**config.mk**
```make
export PLATFORM = sky130hd
export DESIGN_NAME = id_pipe
export DESIGN_NICKNAME = d
export VERILOG_FILES = /design/src/rtl/id_pipe.sv
export SDC_FILE = /design/constraint.sdc
export NUM_CORES = 1
export LEC_CHECK = 0
export CELL_PAD_IN_SITES_DETAIL_PLACEMENT = 0
export CELL_PAD_IN_SITES_GLOBAL_PLACEMENT = 1
export CORE_ASPECT_RATIO = 0.5
export CORE_MARGIN = 4
export CORE_UTILIZATION = 30
export CTS_CLUSTER_DIAMETER = 200
export CTS_CLUSTER_SIZE = 16
export DETAILED_ROUTE_END_ITERATION = 6
export PLACE_DENSITY = 0.82
export SETUP_SLACK_MARGIN = 0.5
export SYNTH_ARGS = -nofsm -noshare
export SYNTH_HDL_FRONTEND = slang
export SYNTH_SLANG_ARGS = --single-unit
```
**constraint.sdc**
```tcl
create_clock -name clk -period 5.45 [get_ports clk]
set_input_delay 0.545 -clock clk [delete_from_list [all_inputs] [get_ports clk]]
set_output_delay 0.545 -clock clk [all_outputs]
set_load 0.02 [all_outputs]
```
**src/rtl/id_pipe.sv**
```systemverilog
// Instruction-decode pipeline stage: decodes RV32I-style instructions, reads operands,
// detects load-use hazards and presents a registered valid/ready output slot.
module id_pipe #(
    parameter int unsigned XLEN   = 32,
    parameter int unsigned REG_AW = 5
) (
    input  logic              clk,
    input  logic              rst,
    input  logic              in_valid,
    output logic              in_ready,
    input  logic [XLEN-1:0]   inst_i,
    input  logic [XLEN-1:0]   inst_addr_i,
    output logic [REG_AW-1:0] rs1_addr_o,
    output logic [REG_AW-1:0] rs2_addr_o,
    input  logic [XLEN-1:0]   rs1_data_i,
    input  logic [XLEN-1:0]   rs2_data_i,
    input  logic [REG_AW-1:0] ex_rd_i,
    input  logic              ex_is_load_i,
    input  logic              flush_i,
    output logic              out_valid,
    input  logic              out_ready,
    output logic [XLEN-1:0]   inst_o,
    output logic [XLEN-1:0]   inst_addr_o,
    output logic [XLEN-1:0]   op1_o,
    output logic [XLEN-1:0]   op2_o,
    output logic [XLEN-1:0]   imm_o,
    output logic [REG_AW-1:0] rd_addr_o,
    output logic              reg_wen_o,
    output logic              is_load_o,
    output logic              is_store_o,
    output logic              illegal_o
);

    localparam logic [6:0] OPC_LOAD   = 7'b0000011;
    localparam logic [6:0] OPC_OP_IMM = 7'b0010011;
    localparam logic [6:0] OPC_AUIPC  = 7'b0010111;
    localparam logic [6:0] OPC_STORE  = 7'b0100011;
    localparam logic [6:0] OPC_OP     = 7'b0110011;
    localparam logic [6:0] OPC_LUI    = 7'b0110111;
    localparam logic [6:0] OPC_BRANCH = 7'b1100011;
    localparam logic [6:0] OPC_JALR   = 7'b1100111;
    localparam logic [6:0] OPC_JAL    = 7'b1101111;

    typedef struct packed {
        logic [XLEN-1:0]   inst;
        logic [XLEN-1:0]   addr;
        logic [XLEN-1:0]   op1;
        logic [XLEN-1:0]   op2;
        logic [XLEN-1:0]   imm;
        logic [REG_AW-1:0] rd;
        logic              reg_wen;
        logic              is_load;
        logic              is_store;
        logic              illegal;
    } dec_t;

    logic [6:0]        opcode;
    logic [2:0]        funct3;
    logic [REG_AW-1:0] rd_f;
    logic [REG_AW-1:0] rs1_f;
    logic [REG_AW-1:0] rs2_f;
    logic [XLEN-1:0]   imm_i;
    logic [XLEN-1:0]   imm_s;
    logic [XLEN-1:0]   imm_b;
    logic [XLEN-1:0]   imm_u;
    logic [XLEN-1:0]   imm_j;
    logic              use_rs1;
    logic              use_rs2;
    logic              wen;
    logic              stall;
    logic              in_fire;
    dec_t              dec;
    dec_t              data_d;
    dec_t              data_q;
    logic              valid_d;
    logic              valid_q;

    assign opcode = inst_i[6:0];
    assign funct3 = inst_i[14:12];
    assign rd_f   = REG_AW'(inst_i[11:7]);
    assign rs1_f  = REG_AW'(inst_i[19:15]);
    assign rs2_f  = REG_AW'(inst_i[24:20]);

    assign imm_i = {{(XLEN-12){inst_i[31]}}, inst_i[31:20]};
    assign imm_s = {{(XLEN-12){inst_i[31]}}, inst_i[31:25], inst_i[11:7]};
    assign imm_b = {{(XLEN-13){inst_i[31]}}, inst_i[31], inst_i[7], inst_i[30:25], inst_i[11:8], 1'b0};
    assign imm_u = XLEN'($signed({inst_i[31:12], 12'h000}));
    assign imm_j = {{(XLEN-21){inst_i[31]}}, inst_i[31], inst_i[19:12], inst_i[20], inst_i[30:21], 1'b0};

    // Format decode; source usage follows the opcode even when funct3 is unsupported.
    always_comb begin
        dec      = '0;
        use_rs1  = 1'b0;
        use_rs2  = 1'b0;
        wen      = 1'b0;
        dec.inst = inst_i;
        dec.addr = inst_addr_i;
        case (opcode)
            OPC_OP_IMM: begin
                use_rs1 = 1'b1;
                dec.op1 = rs1_data_i;
                dec.op2 = imm_i;
                dec.imm = imm_i;
                dec.rd  = rd_f;
                wen     = 1'b1;
            end
            OPC_OP: begin
                use_rs1 = 1'b1;
                use_rs2 = 1'b1;
                dec.op1 = rs1_data_i;
                dec.op2 = rs2_data_i;
                dec.rd  = rd_f;
                wen     = 1'b1;
            end
            OPC_BRANCH: begin
                use_rs1 = 1'b1;
                use_rs2 = 1'b1;
                if (funct3 == 3'b010 || funct3 == 3'b011) begin
                    dec.illegal = 1'b1;
                end else begin
                    dec.op1 = rs1_data_i;
                    dec.op2 = rs2_data_i;
                    dec.imm = imm_b;
                end
            end
            OPC_JAL: begin
                dec.op1 = inst_addr_i;
                dec.op2 = imm_j;
                dec.imm = imm_j;
                dec.rd  = rd_f;
                wen     = 1'b1;
            end
            OPC_JALR: begin
                use_rs1 = 1'b1;
                if (funct3 != 3'b000) begin
                    dec.illegal = 1'b1;
                end else begin
                    dec.op1 = rs1_data_i;
                    dec.op2 = imm_i;
                    dec.imm = imm_i;
                    dec.rd  = rd_f;
                    wen     = 1'b1;
                end
            end
            OPC_LUI: begin
                dec.op2 = imm_u;
                dec.imm = imm_u;
                dec.rd  = rd_f;
                wen     = 1'b1;
            end
            OPC_AUIPC: begin
                dec.op1 = inst_addr_i;
                dec.op2 = imm_u;
                dec.imm = imm_u;
                dec.rd  = rd_f;
                wen     = 1'b1;
            end
            OPC_LOAD: begin
                use_rs1 = 1'b1;
                if (funct3 == 3'b011 || funct3 == 3'b110 || funct3 == 3'b111) begin
                    dec.illegal = 1'b1;
                end else begin
                    dec.op1     = rs1_data_i;
                    dec.op2     = imm_i;
                    dec.imm     = imm_i;
                    dec.rd      = rd_f;
                    dec.is_load = 1'b1;
                    wen         = 1'b1;
                end
            end
            OPC_STORE: begin
                use_rs1 = 1'b1;
                use_rs2 = 1'b1;
                if (funct3 > 3'b010) begin
                    dec.illegal = 1'b1;
                end else begin
                    dec.op1      = rs1_data_i;
                    dec.op2      = rs2_data_i;
                    dec.imm      = imm_s;
                    dec.is_store = 1'b1;
                end
            end
            default: dec.illegal = 1'b1;
        endcase
        dec.reg_wen = wen && (dec.rd != '0);
    end

    assign rs1_addr_o = use_rs1 ? rs1_f : '0;
    assign rs2_addr_o = use_rs2 ? rs2_f : '0;

    // Load-use hazard against the instruction currently in EX.
    assign stall = in_valid && ex_is_load_i && (ex_rd_i != '0) &&
                   ((use_rs1 && (rs1_f == ex_rd_i)) || (use_rs2 && (rs2_f == ex_rd_i)));

    assign in_ready = (!valid_q || out_ready) && !stall;
    assign in_fire  = in_valid && in_ready;

    always_comb begin
        valid_d = valid_q;
        data_d  = data_q;
        if (flush_i) begin
            valid_d = 1'b0;
        end else if (in_fire) begin
            valid_d = 1'b1;
            data_d  = dec;
        end else if (out_ready) begin
            valid_d = 1'b0;
        end
    end

    always_ff @(posedge clk or posedge rst) begin
        if (rst) begin
            valid_q <= 1'b0;
            data_q  <= '0;
        end else begin
            valid_q <= valid_d;
            data_q  <= data_d;
        end
    end

    assign out_valid   = valid_q;
    assign inst_o      = data_q.inst;
    assign inst_addr_o = data_q.addr;
    assign op1_o       = data_q.op1;
    assign op2_o       = data_q.op2;
    assign imm_o       = data_q.imm;
    assign rd_addr_o   = data_q.rd;
    assign reg_wen_o   = data_q.reg_wen;
    assign is_load_o   = data_q.is_load;
    assign is_store_o  = data_q.is_store;
    assign illegal_o   = data_q.illegal;

endmodule
```
==> metrics.txt, run 1 <==
outcome finished, final reports clean; share of the synthesized area in the top cell type 55.3%; pwr dens 324 nW/µm²; final cycle utilization of the critical path 74.1%; I/O Buffers 319; ANT cells 0; Data required, critical path 4.91 ns; H-Tree Depth 4; setup bufs post-CTS 0; hold slack 0.493 ns; Synth area leader dfrtp_1; Slowest-stage cell, CP clkdlybuf4s50_1; RSZ-0062 raised after global routing false; number of global-route vias before repair 6,976; wirelength, routed 29,100 µm; crit-path max cell delay 0.67 ns; drt pass-1 iters 5; ys async rst share 100%; post-DR wirelength/cell 22.7 µm; Max Cap Viol 0; crit path cell chain clkdlybuf4s50_1 > or2_2 > a21oi_1 > o311a_1 > o21a_1 > buf_4 > a21oi_1 > clkdlybuf4s50_1; Crit path arrival time 3.49 ns; global-route total usage across every layer 20.3%; endpoint type of the worst setup path output pin; initial antenna violation count 0; Clock Path Buffers 2; TritonCTS Buffers 17; die area 28,400 µm²; Post-Syn Nets 768; normalized max-slew margin 30.0%; Hold Path Class reg -> reg; CTS tree done; post-layout net count 1,062; final hold violations 0; Starting DRT DRC Count 484; Ys Warns 0; maximum clock rate 248 MHz; Final HPWL DP 20,800 µm; Final min period 4.04 ns; register area share after synthesis 55.3%; placer congestion estimate 0.888; WS Path Type in -> out; die height 121 µm; #FFs+latches synth 170; Setup-failing EPs final 0; Worst Clk Skew 0.00943 ns; I/O Pins 320; Core Util, Final 46.5%; Synth Flop Type dfrtp_1; Peak supply drop 185 µV; max-slew violations 0; worst-path maximum fanout 17; synth top area cells dfrtp_1 (55%), a2bb2oi_1 (7.3%), mux2_2 (6.1%); Mapped Area 7700 µm²; Syn Area/Cell 12.2 µm²; Area Growth Syn to Fin 52.6%; Least-Margin Pin Slew 1.05 ns; share of cells above drive strength 1 10.7%; Worst setup SP type input pin; Post-CTS Resized 0; Num Clock Sinks 170; leakage 4.91 nW; cts-stage hold buffer count 0; global-route wire length before repair 44,100 µm; Final ANT Viol Nets 0; vias 6,930; Die Width 235 µm; Initial Util 30.5%; Post-synth EDFFs 0; GRT Residual Overflow 0; post-synth cell types 63; largest net degree at the start of global routing 171; Root Buffer clkbuf_16; Clock transition at path regs 0.07 ns; placement row count 41; DRC Markers 0; Vias/cell 5.42; Worst-Skew Late Latency 0.44 ns; core area 25,200 µm²; Setup TNS Final 0 ns; total power 3.80 mW; Mapped Cells 629
-- sequential cells by signal, indices dropped and copies added, names as in the netlist --
name / cells
illegal_o: 1
imm_o: 32
inst_addr_o: 32
inst_o: 32
is_load_o: 1
is_store_o: 1
op1_o: 32
op2_o: 32
out_valid: 1
rd_addr_o: 5
reg_wen_o: 1
-- where the power goes --
part,total (mW),switching [mW],internal (mW),leakage [nW]
Clock,1.19,0.542,0.646,0.280
Sequential,1.54,0.0995,1.44,2.06
Combinational,1.07,0.523,0.550,2.57
Total,3.80,1.16,2.63,4.91
-- synthesized netlist by cell type (all sizes together), types with 2 or more instances --
master,n
clkbuf,31
a21oi,43
a22oi,6
nor3b,3
and3,7
o32a,3
nor2,16
nand3,5
a22o,6
nor2b,2
dfrtp,170
nand3b,3
nand2b,3
a221oi,40
inv,3
o2bb2ai,3
nor4,2
or2,4
mux2,68
a21o,23
nor3,14
xnor2,3
or3,2
buf,26
xor2,7
o22a,11
nand2,13
o21ai,20
a2bb2oi,64
a2111oi,5
and2,6
-- worst max-delay path: cells and delay by family --
kind                   cells  cell delay [ns]
buffers and inverters      3             1.48
AO/OA/AOI/OAI              4             1.03
AND/OR/NAND/NOR            1             0.42
-- metal layers --
metal / vias to the layer above / track usage (%) / routed length, µm
met4: 0 / 6.74 / 872
met3: 52 / 3.17 / 1280
met5: - / 0 / 0
met1: 3621 / 26.9 / 12300
met2: 245 / 34.1 / 14700
li1: 3012 / - / -
-- per-stage QoR --
stage	area (µm²)	setup slack (ns)	std cells
CTS	11700	1.44	1279
global route	11700	1.29	1279
global placement	11200	1.50	1248
finish	11700	1.41	1279
detailed placement	11200	1.41	1248
floorplan	7700	2.74	629
-- cells by family after synthesis --
kind of cell | share of synthesized area, %
flops | 55.3
compound gates | 23.4
xor+xnor | 1.14
mux | 10.1
buf+inv | 3.79
simple gates | 6.29
-- cell usage in the layout (no fill, tap or decap), drive strengths merged, types with 2 or more instances in the layout --
master,n
clkdlybuf4s50,319
dfrtp,170
mux2,68
a2bb2oi,64
a21oi,43
a221oi,40
a21o,23
o21ai,20
clkbuf,19
nor2,16
nor3,14
nand2,13
buf,13
o22a,11
xor2,7
and3,7
clkinv,7
a22oi,6
a22o,6
and2,6
inv,6
nand3,5
a2111oi,5
or2,4
nor3b,3
xnor2,3
nand2b,3
o2bb2ai,3
o32a,3
nand3b,3
nor2b,2
or3,2
nor4,2
-- final cells by class --
type / instances / area, µm²
clock buffers: 19 / 443
clock inverters: 12 / 118
fillers: 2326 / 13500
inverters: 3 / 15.0
multi-input cells: 399 / 3180
flip-flops and latches: 170 / 4250
well taps: 344 / 430
repair buffers: 332 / 3300
-- path summary, 6_finish.rpt --
path,slack [ns],cells past startpoint,endpoint,startpoint
worst max-delay path,1.41,8,in_ready,inst_i[6]
worst min-delay path,0.49,1,inst_addr_o[28]$_DFFE_PP0P_,inst_addr_o[28]$_DFFE_PP0P_
worst max register to register,2.19,5,imm_o[12]$_DFFE_PP0P_,out_valid$_DFFE_PP0P_
worst min register to register,0.49,1,inst_addr_o[28]$_DFFE_PP0P_,inst_addr_o[28]$_DFFE_PP0P_
max in group asynchronous,4.04,3,op1_o[5]$_DFFE_PP0P_,rst
min in group asynchronous,0.74,3,inst_o[9]$_DFFE_PP0P_,rst
Note: power is estimated with default switching activity, not from simulation.
==> run 2: changes to the inputs <==
- clock period: 5.45 -> 3.5 ns (I/O delays scaled with it)
==> run 2 against run 1 <==
Combinational power increased by 59%. Worst setup slack got worse by 0.75 ns. First-iteration DRC count increased by 9.5%. Sequential cell count unchanged. Via count increased by 1.5%. Cell count increased by 1.6%. Utilization increased by 0.90 points. Count of clock-buffer cells in the layout rose by 1. Register-to-register slack lost 1.1 ns.
==> metrics.txt, run 2 (same netlist as run 1, synthesis figures left out) <==
Max Cap Viol 0 (unchanged); CTS tree done (unchanged); crit path cell chain clkdlybuf4s50_1 > or2_2 > a21oi_1 > o311a_1 > o21a_1 > a21oi_1 > dlygate4sd2_1 (was clkdlybuf4s50_1 > or2_2 > a21oi_1 > o311a_1 > o21a_1 > buf_4 > a21oi_1 > clkdlybuf4s50_1); clock share of power 31.3% (about the same); leakage 5.03 nW (was 4.91 nW); r2r setup slk 1.09 ns (was 2.19 ns); global-route wire length before repair 44,600 µm (was 44,100 µm); WS Path Type in -> out (unchanged); die area 28,400 µm² (unchanged); global-route total usage across every layer 20.7% (was 20.3%); Setup TNS Final 0 ns (unchanged); Clock transition at path regs 0.07 ns (about the same); most frequent cells in the layout clkdlybuf4s50_1 (318), dfrtp_1 (170), a2bb2oi_1 (64) (was clkdlybuf4s50_1 (319), dfrtp_1 (170), a2bb2oi_1 (64)); CP bufs+invs 2 (was 3); Worst Setup SP inst_i[6] (unchanged); Initial Util 30.5% (unchanged); met1 GRT Util 25.9% (was 26.9%); H-Tree Depth 4 (unchanged); placer congestion estimate 0.888 (about the same); post-layout net count 1,081 (was 1,062); share of cells above drive strength 1 12.6% (was 10.7%); ANT cells 0 (unchanged); normalized max-slew margin 40.4% (was 30.0%); worst-path maximum fanout 9 (was 17); number of global-route vias before repair 7,282 (was 6,976); met3 GRT Util 3.21% (was 3.17%); RSZ-0062 raised after global routing false (unchanged); Vias/cell 5.41 (was 5.42); placement row count 41 (unchanged); crit-path max cell delay 0.55 ns (was 0.67 ns); Hold Path Class in -> async (was reg -> reg); most frequent CP cell a21oi_1; outcome finished, final reports clean (unchanged); P_int 4.15 mW (was 2.63 mW); max-slew violations 0 (unchanged); total power 5.96 mW (was 3.80 mW); Least-Margin Pin Slew 0.891 ns (was 1.05 ns); DRC Markers 0 (unchanged); vias 7,032 (was 6,930); Setup-failing EPs final 0 (unchanged); met2 Use GR 35.9% (was 34.1%); busiest grt layer met2 (unchanged); Final ANT Viol Nets 0 (unchanged); core area 25,200 µm² (unchanged); final cycle utilization of the critical path 81.1%; Worst-Skew Late Latency 0.44 ns (about the same); R2R Path Start out_valid$_DFFE_PP0P_ (unchanged); GRT Residual Overflow 0 (unchanged); critical path's top delay family buffers and inverters (unchanged); switching part of the total power 30.4% (was 30.7%); Final HPWL DP 22,000 µm (was 20,800 µm); I/O Pins 320 (unchanged); combinational power share 28.6% (was 28.2%); endpoint type of the worst setup path output pin (unchanged); Area Growth Syn to Fin 55.6% (was 52.6%); reg2reg end imm_o[17]$_DFFE_PP0P_ (was imm_o[12]$_DFFE_PP0P_); cts-stage hold buffer count 0 (unchanged); wirelength, routed 29,900 µm (was 29,100 µm); initial antenna violation count 1 (was 0); Sw Pwr 1.81 mW (was 1.16 mW); Starting DRT DRC Count 530 (was 484); Data required, critical path 3.15 ns (was 4.91 ns); die height 121 µm (unchanged); Slowest-stage cell, CP clkdlybuf4s50_1 (unchanged); drt pass-1 iters 6 (was 5); setup bufs post-CTS 0 (unchanged); Post-CTS Resized 1 (was 0); Final min period 2.84 ns; Clock Path Buffers 2 (unchanged); pwr dens 498 nW/µm² (was 324 nW/µm²); Worst Clk Skew 0.00696 ns (was 0.00943 ns); Root Buffer clkbuf_16 (unchanged); Worst setup SP type input pin (unchanged); Num Clock Sinks 170 (unchanged); Peak supply drop 259 µV (was 185 µV); worst reg2reg path depth 6 (was 5); final hold violations 0 (unchanged); post-DR wirelength/cell 23.0 µm (was 22.7 µm); TritonCTS Buffers 17 (unchanged); maximum clock rate 352 MHz; Crit path arrival time 2.49 ns (was 3.49 ns); commonest non-fill, non-tap cell in the layout clkdlybuf4s50_1 (unchanged); Die Width 235 µm (unchanged); largest net degree at the start of global routing 86 (was 171); sequential power share 40.2% (was 40.5%); I/O Buffers 319 (unchanged)
## run 2: per-layer routing
layer | up-vias | part of all wire, % | routed length [µm]
met5 | - | 0 | 0
met3 | 63 | 4.8 | 1440
met4 | 0 | 3.4 | 1020
met2 | 271 | 51 | 15300
met1 | 3644 | 41 | 12200
li1 | 3054 | - | -
## run 2: worst max path at each step
stage	endpoint	slack (ns)	cells after the start
after floorplan	illegal_o$_DFFE_PP0P_	0.98	1
after CTS	in_ready	0.67	7
after global routing	imm_o[28]$_DFFE_PP0P_	0.52	7
after detailed placement	imm_o[28]$_DFFE_PP0P_	0.24	7
after global placement	imm_o[23]$_DFFE_PP0P_	0.31	7
final	in_ready	0.66	7
## run 2: stage by stage
step	setup slack [ns]	utilization, %	cell area [µm²]	std cells	hold WS, ns
finish	0.662	47.4	12000	1299	0.396
global route	0.520	47.4	12000	1299	0.441
CTS	0.666	47.4	12000	1299	0.394
detailed placement	0.239	45.2	11400	1267	0.473
global placement	0.308	45.2	11400	1267	0.472
floorplan	0.981	-	7700	629	0.416
## run 2: area by class of cell
type,count,area [µm²]
Timing Repair Buffer,351,3520
Multi-Input combinational cell,399,3180
Sequential cell,170,4250
Fill cell,2335,13300
Inverter,3,15.0
Clock buffer,20,457
Clock inverter,12,115
Tap cell,344,430
## run 2: power groups by stage
stage                     Sequential [mW]  Clock [mW]  Combinational, mW
after floorplan                      2.76           0              0.421
after detailed placement             2.43           0               1.71
final                                2.39        1.86               1.70
after global routing                 2.43        2.00               1.78
after global placement               2.41           0               1.70
after CTS                            2.39        1.91               1.72
